### config.mk
export PLATFORM = sky130hd
export DESIGN_NAME = dual_issue_fetch_flat
export DESIGN_NICKNAME = d
export VERILOG_FILES = /design/src/rtl/dual_issue_fetch_pkg.sv /design/src/rtl/dual_issue_fetch_if.sv /design/src/rtl/dual_issue_fetch_pair_hazard_check.sv /design/src/rtl/dual_issue_fetch.sv /design/src/flat_wrapper.sv
export SDC_FILE = /design/constraint.sdc
export NUM_CORES = 1
export LEC_CHECK = 0
export BUFFER_PORTS_ARGS = -buffer_cell sky130_fd_sc_hd__buf_4
export CAP_MARGIN = 20
export CORE_MARGIN = 5
export CORE_UTILIZATION = 40
export CTS_BUF_LIST = sky130_fd_sc_hd__clkbuf_16
export DETAILED_ROUTE_END_ITERATION = 16
export HOLD_SLACK_MARGIN = 0.06
export PLACE_DENSITY = 0.77
export REMOVE_ABC_BUFFERS = 1
export SLEW_MARGIN = 30
export SYNTH_ARGS = -nofsm -noshare
export SYNTH_HDL_FRONTEND = slang
export SYNTH_SLANG_ARGS = --single-unit
### constraint.sdc
create_clock -name clk -period 2.9 [get_ports clk]
set_input_delay 0.435 -clock clk [delete_from_list [all_inputs] [get_ports clk]]
set_output_delay 0.435 -clock clk [all_outputs]
set_load 0.02 [all_outputs]
### src/rtl/dual_issue_fetch_pkg.sv
// Shared decode constants and FSM encoding for the dual-issue fetch/pairing stage.
// The optional DUAL_ISSUE_MEM_SPLIT_EN macro is consumed by pair_hazard_check.
package dual_issue_fetch_pkg;

    localparam logic [5:0] OP_RTYPE = 6'd0;
    localparam logic [5:0] OP_J     = 6'd2;
    localparam logic [5:0] OP_JAL   = 6'd3;
    localparam logic [5:0] OP_BEQ   = 6'd4;
    localparam logic [5:0] OP_BNE   = 6'd5;
    localparam logic [5:0] OP_ADDI  = 6'd8;
    localparam logic [5:0] OP_ADDIU = 6'd9;
    localparam logic [5:0] OP_SLTI  = 6'd10;
    localparam logic [5:0] OP_ANDI  = 6'd12;
    localparam logic [5:0] OP_ORI   = 6'd13;
    localparam logic [5:0] OP_LUI   = 6'd15;
    localparam logic [5:0] OP_LW    = 6'd35;
    localparam logic [5:0] OP_SW    = 6'd43;

    localparam logic [5:0] FUNCT_JR = 6'd8;

    typedef enum logic {
        PAIR   = 1'b0,
        SECOND = 1'b1
    } state_t;

    function automatic logic is_mem_op(input logic [5:0] op);
        return (op == OP_LW) || (op == OP_SW);
    endfunction

endpackage

### src/rtl/dual_issue_fetch_if.sv
// Bus between the fetch/pairing stage and its surroundings: instruction memory,
// the two execution pipes and the execute-stage redirect/stall controls.
interface dual_issue_fetch_if;

    logic        stall;
    logic        redirect_valid;
    logic [31:0] redirect_pc;
    logic [31:0] a_fetch_instr;
    logic [31:0] b_fetch_instr;
    logic [31:0] a_pc;
    logic [31:0] b_pc;
    logic [31:0] a_issue_instr;
    logic        a_issue_valid;
    logic [31:0] b_issue_instr;
    logic        b_issue_valid;
    logic        split;

    modport master (
        input  stall, redirect_valid, redirect_pc, a_fetch_instr, b_fetch_instr,
        output a_pc, b_pc, a_issue_instr, a_issue_valid, b_issue_instr, b_issue_valid, split
    );

    modport slave (
        output stall, redirect_valid, redirect_pc, a_fetch_instr, b_fetch_instr,
        input  a_pc, b_pc, a_issue_instr, a_issue_valid, b_issue_instr, b_issue_valid, split
    );

endinterface

### src/rtl/dual_issue_fetch_pair_hazard_check.sv
// Combinational pairing check: does instruction B depend on A, or is A control flow?
// With DUAL_ISSUE_MEM_SPLIT_EN defined, two memory ops also count as a conflict.
module pair_hazard_check
    import dual_issue_fetch_pkg::*;
(
    input  logic [31:0] a_instr,
    input  logic [31:0] b_instr,
    output logic        conflict
);

    logic [5:0] a_op_s;
    logic [5:0] b_op_s;
    logic [4:0] a_dest_s;
    logic       a_has_dest_s;
    logic       b_rt_src_s;
    logic       a_ctrl_s;
    logic       mem_pair_s;

    assign a_op_s = a_instr[31:26];
    assign b_op_s = b_instr[31:26];

    // Destination register written by A; $0 writes are architecturally dead.
    always_comb begin
        a_dest_s     = 5'd0;
        a_has_dest_s = 1'b0;
        case (a_op_s)
            OP_RTYPE: begin
                a_dest_s     = a_instr[15:11];
                a_has_dest_s = (a_instr[15:11] != 5'd0);
            end
            OP_ADDI, OP_ADDIU, OP_SLTI, OP_ANDI, OP_ORI, OP_LUI, OP_LW: begin
                a_dest_s     = a_instr[20:16];
                a_has_dest_s = (a_instr[20:16] != 5'd0);
            end
            default: begin
                a_dest_s     = 5'd0;
                a_has_dest_s = 1'b0;
            end
        endcase
    end

    // Whether B reads rt in addition to rs.
    always_comb begin
        b_rt_src_s = 1'b0;
        case (b_op_s)
            OP_RTYPE, OP_BEQ, OP_BNE, OP_SW: b_rt_src_s = 1'b1;
            default:                         b_rt_src_s = 1'b0;
        endcase
    end

    // Control-flow classification of A.
    always_comb begin
        a_ctrl_s = 1'b0;
        case (a_op_s)
            OP_J, OP_JAL, OP_BEQ, OP_BNE: a_ctrl_s = 1'b1;
            OP_RTYPE:                     a_ctrl_s = (a_instr[5:0] == FUNCT_JR);
            default:                      a_ctrl_s = 1'b0;
        endcase
    end

`ifdef DUAL_ISSUE_MEM_SPLIT_EN
    assign mem_pair_s = is_mem_op(a_op_s) && is_mem_op(b_op_s);
`else
    assign mem_pair_s = 1'b0;
`endif

    assign conflict = a_ctrl_s
                   || mem_pair_s
                   || (a_has_dest_s && (a_dest_s == b_instr[25:21]))
                   || (a_has_dest_s && b_rt_src_s && (a_dest_s == b_instr[20:16]));

endmodule

### src/rtl/dual_issue_fetch.sv
// Dual-issue fetch and pairing stage: owns the fetch PC and issues the pair at
// pc/pc+4 together, or over two cycles on conflict (see pair_hazard_check).
module dual_issue_fetch
    import dual_issue_fetch_pkg::*;
#(
    parameter logic [31:0] RESET_PC = 32'h0000_0000
) (
    input  logic                  clk,
    input  logic                  rst,
    dual_issue_fetch_if.master    bus
);

    state_t      state_r;
    logic [31:0] pc_r;
    logic [31:0] a_instr_r;
    logic [31:0] b_instr_r;
    logic        a_valid_r;
    logic        b_valid_r;
    logic        conflict_s;

    pair_hazard_check u_hazard (
        .a_instr  (bus.a_fetch_instr),
        .b_instr  (bus.b_fetch_instr),
        .conflict (conflict_s)
    );

    // Fetch PC, pairing FSM and issue registers; priority rst > redirect > stall.
    always_ff @(posedge clk) begin
        if (rst) begin
            pc_r      <= RESET_PC;
            state_r   <= PAIR;
            a_instr_r <= 32'd0;
            b_instr_r <= 32'd0;
            a_valid_r <= 1'b0;
            b_valid_r <= 1'b0;
        end else if (bus.redirect_valid) begin
            pc_r      <= {bus.redirect_pc[31:2], 2'b00};
            state_r   <= PAIR;
            a_valid_r <= 1'b0;
            b_valid_r <= 1'b0;
        end else if (!bus.stall) begin
            case (state_r)
                PAIR: begin
                    a_instr_r <= bus.a_fetch_instr;
                    a_valid_r <= 1'b1;
                    if (conflict_s) begin
                        b_valid_r <= 1'b0;
                        state_r   <= SECOND;
                    end else begin
                        b_instr_r <= bus.b_fetch_instr;
                        b_valid_r <= 1'b1;
                        pc_r      <= pc_r + 32'd8;
                    end
                end
                SECOND: begin
                    b_instr_r <= bus.b_fetch_instr;
                    b_valid_r <= 1'b1;
                    a_valid_r <= 1'b0;
                    pc_r      <= pc_r + 32'd8;
                    state_r   <= PAIR;
                end
                default: begin
                    state_r   <= PAIR;
                    a_valid_r <= 1'b0;
                    b_valid_r <= 1'b0;
                end
            endcase
        end else begin
            state_r <= state_r;
        end
    end

    assign bus.a_pc          = pc_r;
    assign bus.b_pc          = pc_r + 32'd4;
    assign bus.a_issue_instr = a_instr_r;
    assign bus.b_issue_instr = b_instr_r;
    assign bus.a_issue_valid = a_valid_r;
    assign bus.b_issue_valid = b_valid_r;
    assign bus.split         = (state_r == SECOND);

endmodule

### src/flat_wrapper.sv
// flat-port wrapper written by rule: the top's interface ports become plain ports
module dual_issue_fetch_flat import dual_issue_fetch_pkg::*;
#(
    parameter logic [31:0] RESET_PC = 32'h0000_0000
)
  (clk, rst, bus_stall, bus_redirect_valid, bus_redirect_pc, bus_a_fetch_instr, bus_b_fetch_instr, bus_a_pc, bus_b_pc, bus_a_issue_instr, bus_a_issue_valid, bus_b_issue_instr, bus_b_issue_valid, bus_split);
  dual_issue_fetch_if bus_i ();
  input  logic clk;
  input  logic rst;
  input wire logic [$bits(bus_i.stall)-1:0] bus_stall;
  input wire logic [$bits(bus_i.redirect_valid)-1:0] bus_redirect_valid;
  input wire logic [$bits(bus_i.redirect_pc)-1:0] bus_redirect_pc;
  input wire logic [$bits(bus_i.a_fetch_instr)-1:0] bus_a_fetch_instr;
  input wire logic [$bits(bus_i.b_fetch_instr)-1:0] bus_b_fetch_instr;
  output wire logic [$bits(bus_i.a_pc)-1:0] bus_a_pc;
  output wire logic [$bits(bus_i.b_pc)-1:0] bus_b_pc;
  output wire logic [$bits(bus_i.a_issue_instr)-1:0] bus_a_issue_instr;
  output wire logic [$bits(bus_i.a_issue_valid)-1:0] bus_a_issue_valid;
  output wire logic [$bits(bus_i.b_issue_instr)-1:0] bus_b_issue_instr;
  output wire logic [$bits(bus_i.b_issue_valid)-1:0] bus_b_issue_valid;
  output wire logic [$bits(bus_i.split)-1:0] bus_split;
  assign bus_i.stall = bus_stall;
  assign bus_i.redirect_valid = bus_redirect_valid;
  assign bus_i.redirect_pc = bus_redirect_pc;
  assign bus_i.a_fetch_instr = bus_a_fetch_instr;
  assign bus_i.b_fetch_instr = bus_b_fetch_instr;
  assign bus_a_pc = bus_i.a_pc;
  assign bus_b_pc = bus_i.b_pc;
  assign bus_a_issue_instr = bus_i.a_issue_instr;
  assign bus_a_issue_valid = bus_i.a_issue_valid;
  assign bus_b_issue_instr = bus_i.b_issue_instr;
  assign bus_b_issue_valid = bus_i.b_issue_valid;
  assign bus_split = bus_i.split;
  dual_issue_fetch #(.RESET_PC(RESET_PC)) u_core (.clk(clk), .rst(rst), .bus(bus_i));
endmodule
After elaboration in Yosys (flattened, before gate mapping)
Cells that the tools add are included.

Reductions and logical operators: 17. Muxes and demuxes: 15. Bitwise gates (word level): 3. Add/sub/neg operators: 2. Equality and inequality tests: 20.

Operator list (number): 2-to-1 mux 32 bit (4); one-hot mux 32 bit (2 select lines) (2); == test 6 x 4 -> 1 bit, second input constant (7); adder 32 x 3 -> 32 bit, second input constant (1); adder 32 x 4 -> 32 bit, second input constant (1); == test 6 x 3 -> 1 bit, second input constant (4); == test 6 x 2 -> 1 bit, second input constant (2); == test 6 bit, second input constant (2); zero test 6 bit (2); == test 5 bit (2); one-hot mux 1 bit (2 select lines) (5); one-hot mux 5 bit (2 select lines) (1); nonzero test 5 bit (2); OR reduction 4 bit (2); OR reduction 7 bit (1); AND reduction 3 bit (2); AND reduction 2 bit (2); logical AND 1 bit (3); 2-to-1 mux 1 bit (3); != test 3 bit, second input constant (1); inverter 1 bit (3); logical OR 1 bit (2); != test 2 x 1 -> 1 bit, second input constant (1); != test 2 bit, second input constant (1); OR reduction 2 bit (1).

Output and inout port bits: 131. Input port bits: 100. Bits in registers: 99. Logic and storage cells: 64.

Logic depth before layout (Yosys ltp)
Gate-level depths: netlist of run 1.

Depth after elaboration: 11. Mapped depth: 13. Mapped depth without buffers: 10.

Modules after synthesis
From an unflattened synthesis of run 1, not the netlist that was laid out.

Cell total of the unflattened synthesis: 621. Area, all modules: 4957.3 um^2.

By module, submodules not included: dual_issue_fetch (instances 1, seq. area each 1941.9 um^2, cells an instance 569, area each 4555.6 um^2); pair_hazard_check (instances 1, seq. area each 0.0 um^2, cells an instance 52, area each 401.6 um^2).

Least setup slack after synthesis of run 1
Ideal clock, no wire load.

Kind: register -> output. From: reg u_core.pc_r[9], in the netlist u_core.bus.a_pc[9]. To: out bus_b_pc[31]. Data required time: 2.465 ns. Data arrival time: 2.719 ns. Cell stages (with the launch flop): 11. Path buffers: 2. Slack: -0.254 ns. Path through: dfxtp_1 > clkbuf_1 > and4_1 > and2_1 > and2_1 > clkbuf_1 > nand2_1 > or2_1 > or3_1 > nor2_1 > xor2_1.

Longest elaborated chain between the ends: 1.

Ends and longest elaborated chain: start, declared (line dual_issue_fetch.sv:14) `logic [31:0] pc_r;`; start signal, assigned (line dual_issue_fetch.sv:37) `pc_r <= {bus.redirect_pc[31:2], 2'b00};`; start signal, assigned (line dual_issue_fetch.sv:52) `pc_r <= pc_r + 32'd8;`; start signal, assigned (line dual_issue_fetch.sv:59) `pc_r <= pc_r + 32'd8;`; adder 32 x 3 -> 32 bit (line dual_issue_fetch.sv:74) `assign bus.b_pc = pc_r + 32'd4;`; end, declared (line flat_wrapper.sv:16) `output wire logic [$bits(bus_i.b_pc)-1:0] bus_b_pc;`.

No other way between the ends.

Final worst setup path of run 1
From: in bus_a_fetch_instr[29]. To: reg u_core.pc_r[8], in the netlist u_core.bus.a_pc[8].

Longest elaborated chain between the ends: 9. Elaborated cells between the ends (all ways): 26. Those cells by class: eq/ne (14); mux (3); reduce/logical (9).

Ends and longest elaborated chain: start, declared (line flat_wrapper.sv:13) `input wire logic [$bits(bus_i.a_fetch_instr)-1:0] bus_a_fetch_instr;`; == test 6 x 4 -> 1 bit / == test 6 bit (equally long branches) (line dual_issue_fetch_pair_hazard_check.sv:26) `case (a_op_s)`; OR reduction 7 bit (line dual_issue_fetch_pair_hazard_check.sv:26); one-hot mux 5 bit (2 select lines) (line dual_issue_fetch_pair_hazard_check.sv:26); == test 5 bit (line dual_issue_fetch_pair_hazard_check.sv:69) `|| (a_has_dest_s && (a_dest_s == b_instr[25:21]))`; logical AND 1 bit (line dual_issue_fetch_pair_hazard_check.sv:69); logical OR 1 bit (line dual_issue_fetch_pair_hazard_check.sv:69); logical OR 1 bit * (line dual_issue_fetch_pair_hazard_check.sv:70) `|| (a_has_dest_s && b_rt_src_s && (a_dest_s == b_instr[20:16]));`; != test 3 bit (no source line) *; AND reduction 2 bit (no source line) *.

Every way passes the cells marked *; elsewhere a longest branch is shown, timed or not. A chain may end at the register's enable or synchronous reset.

==> results of run 1 <==
==> repair_timing <==
action                                  CTS  global route
endpoints found under the setup margin   24            65
setup buffers                             4             5
resized for setup                        27            20
gates cloned                              2             0
pin swaps                                13            13
==> state kept, by name (all words and copies together) (netlist names) <==
| signal | flops |
|---|---|
| u_core.bus.a_pc | 30 |
| u_core.bus.b_issue_instr | 32 |
| u_core.bus.b_issue_valid | 1 |
| u_core.bus.split | 1 |
| u_core.bus.a_issue_instr | 32 |
| u_core.bus.a_issue_valid | 1 |
==> routing by layer <==
layer	part of all wire, %	vias to the layer above	global-route usage [%]	wire (µm)
li1	-	2779	-	-
met5	0	-	0	0
met4	2.3	0	7.96	406
met1	40	2664	25.8	7010
met2	49	225	38.7	8650
met3	8.3	32	5.31	1460
==> placed cells by master, fill, tap and decap left out, types with 4 or more instances in the layout <==
master and n:
sky130_fd_sc_hd__a211oi_1 4, sky130_fd_sc_hd__a21oi_1 36, sky130_fd_sc_hd__a311oi_1 14, sky130_fd_sc_hd__a31oi_1 4
sky130_fd_sc_hd__and2_1 5, sky130_fd_sc_hd__and3_1 4, sky130_fd_sc_hd__buf_4 277, sky130_fd_sc_hd__buf_6 8
sky130_fd_sc_hd__clkbuf_16 9, sky130_fd_sc_hd__conb_1 4, sky130_fd_sc_hd__dfxtp_1 91, sky130_fd_sc_hd__dfxtp_2 5
sky130_fd_sc_hd__inv_1 15, sky130_fd_sc_hd__mux2i_1 34, sky130_fd_sc_hd__nand2_1 107, sky130_fd_sc_hd__nand2b_1 6
sky130_fd_sc_hd__nand3_1 18, sky130_fd_sc_hd__nand4_1 8, sky130_fd_sc_hd__nor2_1 73, sky130_fd_sc_hd__nor3_1 15
sky130_fd_sc_hd__nor4_1 5, sky130_fd_sc_hd__o211ai_1 6, sky130_fd_sc_hd__o21ai_0 7, sky130_fd_sc_hd__o21ai_1 6
sky130_fd_sc_hd__o31ai_1 5, sky130_fd_sc_hd__or3_1 15, sky130_fd_sc_hd__or4_1 9, sky130_fd_sc_hd__xnor2_1 19
sky130_fd_sc_hd__xor2_1 13
==> report_power, final <==
| group | switching [mW] | total [mW] | internal, mW |
|---|---|---|---|
| clock | 0.545 | 1.39 | 0.843 |
| sequential | 0.0705 | 1.49 | 1.42 |
| combinational | 0.477 | 0.915 | 0.438 |
| total | 1.09 | 3.79 | 2.70 |
==> how the worst min path moves through the flow <==
stage                                                   start                                   endpoint  slack [ns]  cells past startpoint
floorplan                                                 rst           u_core.bus.a_pc[13]$_SDFFE_PP0P_        0.50                      1
global placement    u_core.bus.a_issue_instr[17]$_SDFFE_PP0P_  u_core.bus.a_issue_instr[17]$_SDFFE_PP0P_        0.44                      2
detailed placement   u_core.bus.a_issue_instr[1]$_SDFFE_PP0P_   u_core.bus.a_issue_instr[1]$_SDFFE_PP0P_        0.45                      2
CTS                                       bus_redirect_pc[26]           u_core.bus.a_pc[26]$_SDFFE_PP0P_        0.28                      3
global route                              bus_redirect_pc[26]           u_core.bus.a_pc[26]$_SDFFE_PP0P_        0.31                      3
finish                                    bus_redirect_pc[26]           u_core.bus.a_pc[26]$_SDFFE_PP0P_        0.29                      3
==> logic make-up (layout without fill, tap and decap cells) <==
kind of cell,count (synthesis),count (layout),synth area share (%)
AO/OA/AOI/OAI,121,121,16.7
XOR/XNOR,32,32,5.47
adder cells (fa/ha/maj),2,2,0.488
buffers and inverters,61,321,5.54
flip-flops,97,97,37.9
multiplexers,35,35,6.84
other,1,4,0.0732
AND/OR/NAND/NOR,294,294,27.0
==> tightest hold or removal path, cell delays in order <==
cell	delay [ns]
sky130_fd_sc_hd__buf_4	0.08
sky130_fd_sc_hd__a2bb2oi_1	0.04
sky130_fd_sc_hd__nand2_1	0.06
==> area by class of cell <==
cell class	count	share of cell area, %
Multi-Input combinational cell	488	38.7
Timing Repair Buffer	290	28.9
Sequential cell	97	24.7
Clock buffer	9	2.85
Tap cell	172	2.72
Clock inverter	7	1.50
Inverter	15	0.711
==> per-stage QoR <==
stage                     instance area, µm²  power, mW  util [%]
after global routing                    7910       3.95      63.0
after detailed placement                7270       2.37      57.8
after global placement                  7270       2.36      57.8
final                                   7910       3.79      63.0
after floorplan                         4910       1.92         -
after CTS                               7810       3.80      62.1
==> run_summary.xml, run 1 <==
<?xml version="1.0" encoding="UTF-8"?>
<metrics>
  <group name="status">
    <metric name="status" unit="">finished clean</metric>
  </group>
  <group name="synthesis">
    <metric name="post-synth-top-count-cell" unit="">sky130_fd_sc_hd__nand2_1</metric>
    <metric name="postSynthAreaPerCell" unit="µm²">7.97</metric>
    <metric name="synth-main-ff-cell" unit="">sky130_fd_sc_hd__dfxtp_1</metric>
    <metric name="synth.distinct_cells" unit="">65</metric>
    <metric name="synthesis.yosys.warnings" unit="">0</metric>
    <metric name="postSynthCellCount" unit="">643</metric>
    <metric name="synth_area_leader_cell" unit="">sky130_fd_sc_hd__dfxtp_1</metric>
    <metric name="asyncSetResetFlopFracSynth" unit="%">0</metric>
    <metric name="leading_cell_types_by_count_after_synthesis" unit="">sky130_fd_sc_hd__nand2_1 (107), sky130_fd_sc_hd__dfxtp_1 (97), sky130_fd_sc_hd__nor2_1 (76), sky130_fd_sc_hd__a21oi_1 (36), sky130_fd_sc_hd__mux2i_1 (35)</metric>
    <metric name="ys_seq_area_share" unit="%">37.9</metric>
    <metric name="ys_seq_elements" unit="">97</metric>
    <metric name="number_of_synthesized_flops_with_an_enable_pin" unit="">0</metric>
    <metric name="syn_area" unit="µm²">5120</metric>
    <metric name="yosys-top-cells-area" unit="">sky130_fd_sc_hd__dfxtp_1 (38%), sky130_fd_sc_hd__nand2_1 (7.8%), sky130_fd_sc_hd__mux2i_1 (6.8%)</metric>
    <metric name="yosys.area.top_type_share" unit="%">37.9</metric>
  </group>
  <group name="worst_setup_path">
    <metric name="critical_path_arrival" unit="ns">3.10</metric>
    <metric name="crit_cells" unit="">14</metric>
    <metric name="worstRegToRegCells" unit="">7</metric>
    <metric name="critical_path.max_fanout" unit="">8</metric>
    <metric name="setup.worst_path.class" unit="">primary input to register</metric>
    <metric name="worstSetupStartpointType" unit="">primary input</metric>
    <metric name="worst_setup_path_startpoint" unit="">bus_a_fetch_instr[29]</metric>
    <metric name="crit_chain" unit="">buf_8, and3b_1, o21ai_2, a21oi_4, a221o_1, a221o_1, or4b_4, buf_6, a31oi_4, buf_6, buf_12, buf_4, or4_1, a311oi_1</metric>
    <metric name="reg2reg_setup_slack" unit="ns">0.30</metric>
    <metric name="rr_startpoint" unit="">u_core.bus.a_pc[4]$_SDFFE_PP0P_</metric>
    <metric name="slowest_cell_on_the_critical_path" unit="">sky130_fd_sc_hd__or4b_4</metric>
    <metric name="timing.critical_path.required" unit="ns">3.12</metric>
    <metric name="path_buf_inv" unit="">5</metric>
    <metric name="end_kind" unit="">register</metric>
    <metric name="worstSetupEndpoint" unit="">u_core.bus.a_pc[8]$_SDFFE_PP0P_</metric>
    <metric name="worstReg2RegEnd" unit="">u_core.bus.a_pc[18]$_SDFFE_PP0P_</metric>
    <metric name="path_delay_family" unit="">compound AO/OA/AOI/OAI gates</metric>
    <metric name="worst_path_largest_cell_delay" unit="ns">0.58</metric>
  </group>
  <group name="global_route">
    <metric name="grt.total_usage" unit="%">21.9</metric>
    <metric name="first_global_vias" unit="">5377</metric>
    <metric name="grt_first_pass_wirelength" unit="µm">26400</metric>
    <metric name="antenna_found_initial" unit="">0</metric>
    <metric name="globalRouteOverflowTotal" unit="">0</metric>
    <metric name="pin_count_of_the_biggest_net_entering_global_routing" unit="">59</metric>
  </group>
  <group name="sta">
    <metric name="post-route-min-period" unit="ns">2.88</metric>
    <metric name="timing.clock.skew" unit="ns">0.00786</metric>
    <metric name="worst_hold_slack" unit="ns">0.293</metric>
    <metric name="clock.fmax" unit="MHz">347</metric>
    <metric name="postLayoutSetupSlackWorst" unit="ns">0.0188</metric>
    <metric name="period_share" unit="%">99.4</metric>
    <metric name="pins_over_slew_limit" unit="">0</metric>
    <metric name="finalSetupViolCount" unit="">0</metric>
    <metric name="worst_relative_slew_slack" unit="%">46.9</metric>
    <metric name="worst-slew-pin-transition" unit="ns">0.794</metric>
    <metric name="hold_viol_final" unit="">0</metric>
    <metric name="rsz0062_at_grt" unit="">true</metric>
    <metric name="tns" unit="ns">0</metric>
  </group>
  <group name="pwr">
    <metric name="ir_drop" unit="mV">0.497</metric>
    <metric name="power.density" unit="nW/µm²">479</metric>
    <metric name="leakage" unit="nW">3.52</metric>
  </group>
  <group name="clock_tree">
    <metric name="ctsRootBufferMaster" unit="">sky130_fd_sc_hd__clkbuf_16</metric>
    <metric name="clk_pin_slew_worst_paths" unit="ns">0.07</metric>
    <metric name="clock_path_buffers" unit="">2</metric>
    <metric name="cts_tree" unit="">done</metric>
    <metric name="post_cts_hold_buffer_count" unit="">0</metric>
    <metric name="clk_latency" unit="ns">0.35</metric>
    <metric name="htree_num_levels" unit="">3</metric>
    <metric name="tritoncts_num_sinks" unit="">97</metric>
    <metric name="cts_made_buffers" unit="">9</metric>
  </group>
  <group name="layout">
    <metric name="num-fill-cells" unit="">1106</metric>
    <metric name="register_area" unit="µm²">1950</metric>
    <metric name="finalNetCount" unit="">1003</metric>
    <metric name="finish.cell_count_without_fillers" unit="">1078</metric>
    <metric name="multi_input_gate_area_in_the_final_layout" unit="µm²">3060</metric>
    <metric name="antenna_cells_inserted" unit="">0</metric>
    <metric name="syn2layout_area_growth" unit="%">54.5</metric>
    <metric name="post_route_cells_drive_above_1_share" unit="%">38.2</metric>
  </group>
  <group name="floorplan">
    <metric name="fp.dieW" unit="µm">123</metric>
    <metric name="die_area" unit="µm²">15200</metric>
    <metric name="starting_density_of_the_core" unit="%">40.8</metric>
    <metric name="io-pin-count" unit="">231</metric>
    <metric name="coreArea" unit="µm²">12600</metric>
    <metric name="fp-row-count" unit="">41</metric>
    <metric name="die_h" unit="µm">123</metric>
  </group>
  <group name="detailed_routing">
    <metric name="first_iter_violations" unit="">352</metric>
    <metric name="avgViaCountPerCell" unit="">5.29</metric>
    <metric name="drt.antenna.violating_nets" unit="">0</metric>
    <metric name="wl_per_cell" unit="µm">16.3</metric>
    <metric name="drc" unit="">0</metric>
    <metric name="via_total_after_detailed_routing" unit="">5700</metric>
    <metric name="firstDrtPassIters" unit="">5</metric>
    <metric name="totalWireLength" unit="µm">17500</metric>
  </group>
  <group name="placed_design">
    <metric name="dp_hpwl" unit="µm">12900</metric>
    <metric name="finalWeightedCongestion" unit="">0.919</metric>
    <metric name="port_buffers" unit="">224</metric>
    <metric name="place.detailed.instances" unit="">1052</metric>
    <metric name="worst_slack_at_placement" unit="ns">-0.411</metric>
  </group>
  <group name="hold_path">
    <metric name="hold_path_class" unit="">primary input to register</metric>
  </group>
  <group name="job">
    <metric name="maxCapViolCount" unit="">0</metric>
  </group>
</metrics>
Power figures use the tool's default switching activity.
==> inputs of run 2 (changes only) <==
--- a/config.mk
+++ b/config.mk
@@ -12,7 +12,7 @@
 export CTS_BUF_LIST = sky130_fd_sc_hd__clkbuf_16
 export DETAILED_ROUTE_END_ITERATION = 16
 export HOLD_SLACK_MARGIN = 0.06
-export PLACE_DENSITY = 0.77
+export PLACE_DENSITY = 0.75
 export REMOVE_ABC_BUFFERS = 1
 export SLEW_MARGIN = 30
 export SYNTH_ARGS = -nofsm -noshare
==> constraint.sdc (replaced) <==
create_clock -name clk -period 3.6 [get_ports clk]
set_input_delay 0.54 -clock clk [delete_from_list [all_inputs] [get_ports clk]]
set_output_delay 0.54 -clock clk [all_outputs]
set_load 0.02 [all_outputs]
==> run 2 against run 1 <==
  * Worst setup slack better by 0.20 ns
  * Hold slack improved by 0.11 ns
  * Power shrank 27%
  * Non-clock buffer count down 49
  * Global-route usage fell by 1.2 points
  * Flip-flop and latch count is the same
  * Critical path depth fell by 4
  * First-iteration DRC count is 8.5% higher
  * Sequential share of layout area up 2.1 points
  * Core utilization shrank 5.2 points
  * Largest cell class unchanged
  * Register-to-register slack improved by 0.38 ns
==> run_summary.xml, run 2 (synthesized netlist as in run 1, its figures left out) <==
<?xml version="1.0" encoding="UTF-8"?>
<metrics>
  <group name="detailed_routing">
    <metric name="first_iter_violations" unit="">382</metric>
    <metric name="firstDrtPassIters" unit="">5</metric>
    <metric name="wl_per_cell" unit="µm">15.8</metric>
    <metric name="avgViaCountPerCell" unit="">5.34</metric>
    <metric name="totalWireLength" unit="µm">16300</metric>
    <metric name="drt.antenna.violating_nets" unit="">0</metric>
    <metric name="via_total_after_detailed_routing" unit="">5492</metric>
    <metric name="drc" unit="">0</metric>
  </group>
  <group name="sta">
    <metric name="clock.fmax" unit="MHz">296</metric>
    <metric name="worst-slew-pin-transition" unit="ns">0.819</metric>
    <metric name="timing.clock.skew" unit="ns">0.00797</metric>
    <metric name="tns" unit="ns">0</metric>
    <metric name="hold_viol_final" unit="">0</metric>
    <metric name="worst_relative_slew_slack" unit="%">45.2</metric>
    <metric name="post-route-min-period" unit="ns">3.38</metric>
    <metric name="rsz0062_at_grt" unit="">false</metric>
    <metric name="worst_hold_slack" unit="ns">0.399</metric>
    <metric name="period_share" unit="%">93.9</metric>
    <metric name="finalSetupViolCount" unit="">0</metric>
    <metric name="pins_over_slew_limit" unit="">0</metric>
  </group>
  <group name="global_route">
    <metric name="grt.total_usage" unit="%">20.8</metric>
    <metric name="first_global_vias" unit="">5129</metric>
    <metric name="antenna_found_initial" unit="">0</metric>
    <metric name="grt_first_pass_wirelength" unit="µm">25300</metric>
    <metric name="globalRouteOverflowTotal" unit="">0</metric>
    <metric name="pin_count_of_the_biggest_net_entering_global_routing" unit="">65</metric>
  </group>
  <group name="hold_path">
    <metric name="hold_path_class" unit="">primary input to register</metric>
    <metric name="timing.hold.worst.start" unit="">bus_redirect_pc[16]</metric>
    <metric name="worst_hold_path.num_cells" unit="">3</metric>
    <metric name="holdPathEnd" unit="">u_core.bus.a_pc[16]$_SDFFE_PP0P_</metric>
  </group>
  <group name="clock_tree">
    <metric name="htree_num_levels" unit="">3</metric>
    <metric name="post_cts_resized" unit="">0</metric>
    <metric name="cts_made_buffers" unit="">9</metric>
    <metric name="post_cts_buffers" unit="">0</metric>
    <metric name="clock_path_buffers" unit="">2</metric>
    <metric name="ctsRootBufferMaster" unit="">sky130_fd_sc_hd__clkbuf_16</metric>
    <metric name="tritoncts_num_sinks" unit="">97</metric>
    <metric name="clk_pin_slew_worst_paths" unit="ns">0.07</metric>
    <metric name="cts_tree" unit="">done</metric>
    <metric name="clk_latency" unit="ns">0.35</metric>
    <metric name="post_cts_hold_buffer_count" unit="">0</metric>
  </group>
  <group name="placed_design">
    <metric name="port_buffers" unit="">224</metric>
    <metric name="finalWeightedCongestion" unit="">0.901</metric>
    <metric name="place.detailed.instances" unit="">1013</metric>
    <metric name="dp_hpwl" unit="µm">12200</metric>
  </group>
  <group name="worst_setup_path">
    <metric name="timing.critical_path.required" unit="ns">3.06</metric>
    <metric name="worstReg2RegEnd" unit="">u_core.bus.a_pc[28]$_SDFFE_PP0P_</metric>
    <metric name="end_kind" unit="">output pin</metric>
    <metric name="worstRegToRegCells" unit="">9</metric>
    <metric name="critical_path.max_fanout" unit="">6</metric>
    <metric name="setup.worst_path.class" unit="">register to output pin</metric>
    <metric name="worstSetupStartpointType" unit="">register</metric>
    <metric name="critical_path_arrival" unit="ns">2.84</metric>
    <metric name="reg2reg_setup_slack" unit="ns">0.68</metric>
    <metric name="rr_startpoint" unit="">u_core.bus.a_pc[5]$_SDFFE_PP0P_</metric>
  </group>
  <group name="job">
    <metric name="maxCapViolCount" unit="">0</metric>
  </group>
  <group name="layout">
    <metric name="most_used_cells_in_the_layout_excluding_fill_and_tap_cells" unit="">sky130_fd_sc_hd__buf_4 (239), sky130_fd_sc_hd__nand2_1 (107), sky130_fd_sc_hd__dfxtp_1 (96)</metric>
    <metric name="utilization" unit="%">57.8</metric>
    <metric name="antenna_cells_inserted" unit="">0</metric>
    <metric name="num-fill-cells" unit="">1192</metric>
    <metric name="finalNetCount" unit="">954</metric>
    <metric name="syn2layout_area_growth" unit="%">41.7</metric>
    <metric name="post_route_cells_drive_above_1_share" unit="%">31.7</metric>
    <metric name="finish.cell_count_without_fillers" unit="">1029</metric>
    <metric name="most_common_cell_after_layout_fill_and_taps_aside" unit="">sky130_fd_sc_hd__buf_4</metric>
  </group>
  <group name="pwr">
    <metric name="power.density" unit="nW/µm²">381</metric>
    <metric name="ir_drop" unit="mV">0.320</metric>
    <metric name="leakage" unit="nW">3.21</metric>
  </group>
  <group name="floorplan">
    <metric name="io-pin-count" unit="">231</metric>
    <metric name="starting_density_of_the_core" unit="%">40.8</metric>
    <metric name="fp-row-count" unit="">41</metric>
    <metric name="coreArea" unit="µm²">12600</metric>
    <metric name="die_h" unit="µm">123</metric>
    <metric name="die_area" unit="µm²">15200</metric>
    <metric name="fp.dieW" unit="µm">123</metric>
  </group>
  <group name="status">
    <metric name="status" unit="">finished clean</metric>
  </group>
</metrics>
[run 2: cell count changes in the layout (fill, tap and decap cells not counted), sizes merged]
| cell | previous run | this run |
|---|---|---|
| buf | 289 | 241 |
| bufinv | 3 | 0 |
| clkinv | 2 | 4 |
| bufbuf | 1 | 0 |
| clkinvlp | 2 | 1 |
| inv | 15 | 17 |
[run 2: worst max-delay path by stage]
stage	startpoint	end	slack [ns]
6_report	u_core.bus.a_pc[4]$_SDFFE_PP0P_	bus_b_pc[31]	0.22
5_1_grt	u_core.bus.a_pc[4]$_SDFFE_PP0P_	bus_b_pc[31]	0.05
4_1_cts	u_core.bus.a_pc[14]$_SDFFE_PP0P_	bus_b_pc[31]	0.12
3_5_place_dp	bus_a_fetch_instr[28]	u_core.bus.a_pc[11]$_SDFFE_PP0P_	0.07
3_3_place_gp	bus_a_fetch_instr[28]	u_core.bus.a_pc[11]$_SDFFE_PP0P_	0.12
2_1_floorplan	bus_a_fetch_instr[28]	u_core.bus.a_pc[20]$_SDFFE_PP0P_	-1.79
[run 2: through the flow]
step                      power, mW  setup WS, ns  cell area (µm²)
after CTS                      2.81         0.123             7260
final                          2.77         0.218             7260
after global placement         1.87         0.119             6980
after global routing           2.91        0.0514             7260
after floorplan                1.54         -1.79             4910
after detailed placement       1.88        0.0661             6980
[run 2: routing by layer]
metal / global-route usage, % / up-vias / part of all wire (%)
met3: 7.27 / 21 / 9.4
met2: 35.6 / 215 / 48
met5: 0 / - / 0
met4: 5.19 / 0 / 1.6
met1: 24.9 / 2565 / 41
li1: - / 2691 / -
[run 2: critical path, stage by stage, from the launching register on]
cell and delay (ns):
sky130_fd_sc_hd__dfxtp_1 0.44, sky130_fd_sc_hd__ha_1 0.27, sky130_fd_sc_hd__nand3_1 0.18, sky130_fd_sc_hd__nor2_2 0.21
sky130_fd_sc_hd__and2_1 0.17, sky130_fd_sc_hd__nand2_1 0.10, sky130_fd_sc_hd__or2_1 0.28, sky130_fd_sc_hd__or3_1 0.37
sky130_fd_sc_hd__nor2_1 0.13, sky130_fd_sc_hd__xor2_1 0.19, sky130_fd_sc_hd__buf_4 0.17
[run 2: layout make-up]
cell class / instances / area (µm²) / share of cell area, %
inverter: 15 / 56.3 / 0.775
multi-input combinational: 488 / 2930 / 40.4
timing repair buffer: 241 / 1830 / 25.3
clock inverter: 7 / 53.8 / 0.741
clock buffer: 9 / 225 / 3.10
sequential: 97 / 1940 / 26.8
tap: 172 / 215 / 2.96
[run 2: power by group]
group / switching, mW / leakage, nW / internal, mW
Combinational: 0.354 / 2.27 / 0.297
Clock: 0.437 / 0.135 / 0.475
Sequential: 0.0625 / 0.799 / 1.14
